===== src/rtl/lut4_pkg.sv =====
// Shared definitions for the LUT4 configuration readback path.
package lut4_pkg;

    localparam int         LUT_W     = 16;
    localparam logic [7:0] RB_HEADER = 8'hA5;

    typedef enum logic [2:0] {
        IDLE,
        HDR,
        CNT,
        DATA,
        CSUM,
        DONE
    } rb_state_t;

    // Header + count + checksum bytes plus one table per LUT.
    function automatic int rb_frame_bits(input int num_luts);
        return 24 + LUT_W * num_luts;
    endfunction

endpackage


===== src/rtl/lut4_rb_bitclk.sv =====
// Serial bit timing: sclk_o low for the first half of each bit, high for the second,
// with a one-cycle bit_adv strobe in the last cycle of the bit.
module lut4_rb_bitclk #(
    parameter int CLK_DIV = 2
) (
    input  logic clk,
    input  logic rst_n,
    input  logic run,
    output logic sclk_o,
    output logic bit_adv
);

    localparam int            PW      = (CLK_DIV > 2) ? $clog2(CLK_DIV) : 1;
    localparam logic [PW-1:0] PH_LAST = PW'(CLK_DIV - 1);
    localparam logic [PW-1:0] PH_HALF = PW'(CLK_DIV / 2);

    logic [PW-1:0] phase;

    always_ff @(posedge clk or negedge rst_n) begin
        if (!rst_n) begin
            phase <= '0;
        end else if (!run || bit_adv) begin
            phase <= '0;
        end else begin
            phase <= phase + PW'(1);
        end
    end

    assign bit_adv = run && (phase == PH_LAST);
    assign sclk_o  = run && (phase >= PH_HALF);

endmodule


===== src/rtl/lut4_cfg_readback.sv =====
// Snapshots the LUT4 truth tables on request and shifts them out MSB first as
// A5 | count | tables (LUT0 first) | XOR checksum of count and table bytes.
//
// state | meaning
// IDLE  | waiting for rd_req with ena high
// HDR   | shifting header byte A5
// CNT   | shifting the LUT count byte
// DATA  | shifting 16-bit table lut_idx
// CSUM  | shifting the checksum byte
// DONE  | one-cycle done pulse, outputs quiet
module lut4_cfg_readback
    import lut4_pkg::*;
#(
    parameter int NUM_LUTS = 4,
    parameter int CLK_DIV  = 2
) (
    input  logic                      clk,
    input  logic                      rst_n,
    input  logic                      ena,
    input  logic                      rd_req,
    input  logic [LUT_W*NUM_LUTS-1:0] cfg_tables,
    output logic                      busy,
    output logic                      done,
    output logic                      frame_o,
    output logic                      sclk_o,
    output logic                      sdo
);

    localparam logic [7:0] CNT_BYTE = 8'(NUM_LUTS);
    localparam logic [3:0] LUT_LAST = 4'(NUM_LUTS - 1);

    rb_state_t                 state, state_nxt;
    logic [LUT_W*NUM_LUTS-1:0] snap;
    logic [3:0]                bit_idx, bit_idx_nxt;
    logic [3:0]                lut_idx, lut_idx_nxt;
    logic [7:0]                csum, csum_nxt;
    logic [LUT_W-1:0]          cur_tbl;
    logic                      bit_adv;
    logic                      field_end;
    logic                      start;

    lut4_rb_bitclk #(.CLK_DIV(CLK_DIV)) u_bitclk (
        .clk     (clk),
        .rst_n   (rst_n),
        .run     (busy && ena),
        .sclk_o  (sclk_o),
        .bit_adv (bit_adv)
    );

    assign start     = rd_req && ena && (state == IDLE);
    assign field_end = bit_adv && (bit_idx == 4'd0);
    assign frame_o   = busy;

    always_comb begin
        cur_tbl = '0;
        for (int i = 0; i < NUM_LUTS; i++) begin
            if (lut_idx == 4'(i)) cur_tbl = snap[i*LUT_W +: LUT_W];
        end
    end

    always_ff @(posedge clk or negedge rst_n) begin
        if (!rst_n) begin
            state   <= IDLE;
            bit_idx <= '0;
            lut_idx <= '0;
            csum    <= '0;
        end else begin
            state   <= state_nxt;
            bit_idx <= bit_idx_nxt;
            lut_idx <= lut_idx_nxt;
            csum    <= csum_nxt;
        end
    end

    // Frame content comes only from this copy, so host writes mid-frame are invisible.
    always_ff @(posedge clk or negedge rst_n) begin
        if (!rst_n) begin
            snap <= '0;
        end else if (start) begin
            snap <= cfg_tables;
        end
    end

    always_comb begin
        state_nxt   = state;
        bit_idx_nxt = bit_idx;
        lut_idx_nxt = lut_idx;
        csum_nxt    = csum;
        busy        = 1'b0;
        done        = 1'b0;
        sdo         = 1'b0;

        if (bit_adv && bit_idx != 4'd0) bit_idx_nxt = bit_idx - 4'd1;

        case (state)
            IDLE: begin
                if (start) begin
                    state_nxt   = HDR;
                    bit_idx_nxt = 4'd7;
                    lut_idx_nxt = '0;
                    csum_nxt    = '0;
                end
            end
            HDR: begin
                busy = 1'b1;
                sdo  = RB_HEADER[bit_idx[2:0]];
                if (field_end) begin
                    state_nxt   = CNT;
                    bit_idx_nxt = 4'd7;
                    csum_nxt    = CNT_BYTE;
                end
            end
            CNT: begin
                busy = 1'b1;
                sdo  = CNT_BYTE[bit_idx[2:0]];
                if (field_end) begin
                    state_nxt   = DATA;
                    bit_idx_nxt = 4'd15;
                    lut_idx_nxt = '0;
                end
            end
            DATA: begin
                busy = 1'b1;
                sdo  = cur_tbl[bit_idx];
                if (field_end) begin
                    csum_nxt = csum ^ cur_tbl[15:8] ^ cur_tbl[7:0];
                    if (lut_idx == LUT_LAST) begin
                        state_nxt   = CSUM;
                        bit_idx_nxt = 4'd7;
                        lut_idx_nxt = '0;
                    end else begin
                        bit_idx_nxt = 4'd15;
                        lut_idx_nxt = lut_idx + 4'd1;
                    end
                end
            end
            CSUM: begin
                busy = 1'b1;
                sdo  = csum[bit_idx[2:0]];
                if (field_end) begin
                    state_nxt   = DONE;
                    bit_idx_nxt = '0;
                end
            end
            DONE: begin
                done      = 1'b1;
                state_nxt = IDLE;
                csum_nxt  = '0;
            end
            default: begin
                state_nxt = IDLE;
            end
        endcase

        if (!ena) begin
            state_nxt   = IDLE;
            bit_idx_nxt = '0;
            lut_idx_nxt = '0;
            csum_nxt    = '0;
        end
    end

endmodule


===== config.mk =====
export PLATFORM = sky130hd
export DESIGN_NAME = lut4_cfg_readback
export DESIGN_NICKNAME = d
export VERILOG_FILES = /design/src/rtl/lut4_pkg.sv /design/src/rtl/lut4_rb_bitclk.sv /design/src/rtl/lut4_cfg_readback.sv
export SDC_FILE = /design/constraint.sdc
export NUM_CORES = 1
export LEC_CHECK = 0
export ABC_AREA = 1
export CAP_MARGIN = 20
export CORE_ASPECT_RATIO = 1.75
export CORE_MARGIN = 8
export CORE_UTILIZATION = 52
export CTS_CLUSTER_SIZE = 24
export DETAILED_ROUTE_END_ITERATION = 10
export GPL_TIMING_DRIVEN = 0
export PLACE_DENSITY = 0.84
export SYNTH_ARGS = -nofsm -noshare
export SYNTH_HDL_FRONTEND = slang
export SYNTH_HIERARCHICAL = 1
export SYNTH_SLANG_ARGS = --single-unit

===== constraint.sdc =====
create_clock -name clk -period 2.7 [get_ports clk]
set_input_delay 0.54 -clock clk [delete_from_list [all_inputs] [get_ports clk]]
set_output_delay 0.54 -clock clk [all_outputs]
set_load 0.05 [all_outputs]

==> metrics.yaml <==
status:
  status: "finished with violations"
  violations: "setup timing"
clock_network:
  cts.clk_slew.worst_paths_ns: 0.06
  h-tree-depth: 3
  max_buffers_root_to_sink: 2
  ctsHoldBuffers: 0
  clock_sink_count: 84
  clock_tree.root_cell: "sky130_fd_sc_hd__clkbuf_16"
  cts_made_buffers: 9
  worst_skew_pair.late_latency_ns: 0.35
  tritoncts: "yes"
power_and_ir_drop:
  p_leak_nw: 3.28
  logic_pwr_share_pct: 46.4
  power.share.sequential_pct: 34.4
  max-vdd-ir-drop_mv: 0.563
  power.net_switching_mw: 2.73
  p_clk_share_pct: 19.2
  power-per-cell-area_mw_per_mm2: 959
  power.internal_mw: 3.63
  power_switching_share_pct: 42.9
placement:
  post-dp-hpwl_um: 10700
  dpl.cell_count: 848
  pre_cts_ws_ns: -0.789
  placement.io_buffers: 72
  gp_routability_congestion: 0.920
yosys:
  synth.lib_cells_used.distinct: 41
  synth_warnings: 6
  synth-seq-cells: 84
  postSynthCellCount: 655
  yosys.cell_count.top_type: "sky130_fd_sc_hd__nand2_1"
  syn_nets: 729
  ys_dominant_reg_cell: "sky130_fd_sc_hd__dfrtp_1"
  syn-mean-instance-area_um2: 7.28
  post_synth_instance_area_mm2: 0.00477
  ys_seq_area_share_pct: 44.1
  synth_enable_flop_cells: 0
  netlist_top_cells_count: "sky130_fd_sc_hd__nand2_1, sky130_fd_sc_hd__dfrtp_1, sky130_fd_sc_hd__nand3_1"
  synth.area.top_cells: "sky130_fd_sc_hd__dfrtp_1, sky130_fd_sc_hd__nand2_1, sky130_fd_sc_hd__nand3_1"
  ys_async_sr_fraction_pct: 100
  synth.largest_area_cell: "sky130_fd_sc_hd__dfrtp_1"
  synth.top_cell.area_share_pct: 44.1
setup_path:
  critPathMostFrequentCell: "sky130_fd_sc_hd__nand2_2"
  worst_r2r_path_depth: 11
  timing.critical_path.required_ns: 2.16
  cell_breakdown_of_the_critical_path: "inv_4, ha_4, nand2_8, clkbuf_16, o21ai_4, inv_2, nand2_2, nand3_2, nand2_2, nand2_1, nand3_1, nand3_1, nand3_2, nand2_2, buf_8"
  worstSetupStartpointType: "flip-flop"
  critPathArrivalTime_ns: 2.34
  worst-path-max-fanout: 5
  setup_crit_path_kind: "flip-flop to primary output"
  critical_path.max_stage_delay_ns: 0.46
  cell_with_the_biggest_individual_delay_on_the_critical_path: "sky130_fd_sc_hd__dfrtp_2"
  critPathCaptureType: "primary output"
routing:
  route.detailed.vias_per_inst: 5.53
  drt_iter0_drc: 312
  ant_nets: 0
  drc: 0
  drt_pass1_iterations: 5
  wl_per_cell_um: 16.9
  routed_wl_um: 14900
  route.vias.total: 4885
grt:
  grt_remaining_overflow: 0
  grt_usage_pct: 23.2
  grt_pass1_wl_um: 22400
  grt_pass1_vias: 4866
  largest_net_degree_at_the_start_of_global_routing: 60
  antenna_found_initial: 0
floorplanning:
  floorplan.die_area_mm2: 0.0126
  floorplan.core_area_mm2: 0.00898
  die_height_um: 143
  placementRows: 46
  io_pins: 73
  initial_core_util_pct: 53.1
  floorplan.die.width_um: 88.4
flow_run:
  cap_violations: 0
sta:
  fmax_mhz: 347
  grt_setup_unrepaired: "yes"
  timing_max_transition_violations_final: 0
  final_period_minus_worst_setup_slack_ns: 2.88
  final-hold-violation-count: 0
  post_route_clock_skew_ns: 0.00614
  timing.final.setup_violations: 1
  timing.final.crit_share_pct: 107
  worst_slack_ns: -0.178
  timing.max_slew.rel_slack_pct: 65.9
  worst_pin_slew_ns: 0.512
cells_and_area:
  syn_to_final_growth_pct: 38.9
  antenna_cells: 0
  nets: 833
  stdcell_count: 884
  final_layout_size_suffix_gt1_share_pct: 20.0
  sequential_cell_area_mm2: 0.00210
  fillers: 670
  multi_input_comb_area_mm2: 0.00264
hold_path:
  hp-class: "input pin to async pin"
## timing repair
item | CTS | global route
pin swaps | 2 | 34
resized for setup | 49 | 94
setup buffers | 4 | 12
gates cloned | 1 | 4
endpoints found under the setup margin | 4 | 16
## state kept, by name (all words and copies together) (netlist names)
| signal | count |
|---|---|
| bit_idx | 4 |
| csum | 8 |
| snap | 64 |
| u_bitclk/phase | 1 |
| state | 3 |
| lut_idx | 4 |
## cell type report
| type | instances | share of cell area (%) |
|---|---|---|
| sequential | 84 | 31.8 |
| timing repair buffer | 94 | 14.8 |
| buffer | 32 | 3.76 |
| inverter | 56 | 3.29 |
| clock buffer | 11 | 3.51 |
| multi-input combinational | 482 | 39.8 |
| tap | 120 | 2.27 |
| clock inverter | 5 | 0.794 |
## worst max-delay path, delay by kind of cell (launching register included)
kind | cells | cell delay, ns
buffers and inverters | 4 | 0.47
AND/OR/NAND/NOR | 9 | 0.71
AO/OA/AOI/OAI | 1 | 0.18
adder cells (fa/ha/maj) | 1 | 0.18
flip-flops | 1 | 0.46
## cells in the final DEF (no fill, tap or decap), drive strengths merged
cell and instances:
nand2 286, dfrtp 84, clkdlybuf4s50 67, nand3 62, inv 55, o21ai 41
buf 38, clkbuf 30, nor2 19, nand4 17, xor2 14, a21oi 12
ha 6, o22ai 4, clkinv 4, nor3 4, nand3b 3, xnor2 3
or2 3, a31oi 2, dlygate4sd2 2, o211ai 1, a221oi 1, o21bai 1
o311ai 1, o21a 1, a211oi 1, clkinvlp 1, bufinv 1
## per-stage QoR
| step | instance area (um^2) | total power, mW | setup TNS [ns] | hold WS [ns] | util (%) |
|---|---|---|---|---|---|
| 5_1_grt | 6620 | 6.75 | -0.269 | 0.139 | 73.7 |
| 6_report | 6620 | 6.35 | -0.178 | 0.106 | 73.7 |
| 2_1_floorplan | 4770 | 3.87 | 0 | 0.244 | - |
| 4_1_cts | 6100 | 5.90 | -0.184 | 0.125 | 68.0 |
| 3_5_place_dp | 5660 | 4.66 | -2.05 | 0.429 | 63.1 |
| 3_3_place_gp | 5640 | 4.56 | -150.27 | 0.422 | 62.8 |
## path summary, 6_finish.rpt
check,endpoint,start,slack [ns]
min in group clk,u_bitclk/phase,u_bitclk/phase,0.44
min reg2reg,u_bitclk/phase,u_bitclk/phase,0.44
min,lut_idx[2],rst_n,0.11
max,sdo,lut_idx[0],-0.18
max in group asynchronous,snap[63],rst_n,1.98
max reg2reg,bit_idx[3],bit_idx[0],0.21
## layer usage
layer | routed length [um] | vias up | part of all wire (%) | GRT usage, %
li1 | - | 2293 | - | -
met4 | 902 | 0 | 6.0 | 16.1
met1 | 5150 | 2309 | 34 | 23.2
met5 | 0 | - | 0 | 0
met3 | 756 | 61 | 5.1 | 3.68
met2 | 8150 | 222 | 54 | 41.7
## power by group through the flow
stage / clock, mW / combinational (mW) / sequential, mW
after global placement: 0 / 2.43 / 2.12
after global routing: 1.29 / 3.24 / 2.22
after floorplan: 0 / 1.86 / 2.01
final: 1.22 / 2.95 / 2.19
after detailed placement: 0 / 2.52 / 2.14
after CTS: 1.21 / 2.56 / 2.14
## cell families (layout without fill, tap and decap cells)
kind of cell	count (synthesis)	after routing	synth area share, %
xor+xnor	17	17	3.12
fa+ha+maj	6	6	1.57
compound gates	65	65	7.48
buf+inv	89	198	8.29
simple gates	394	394	35.5
flops	84	84	44.1
(Power assumes the default switching activity.)
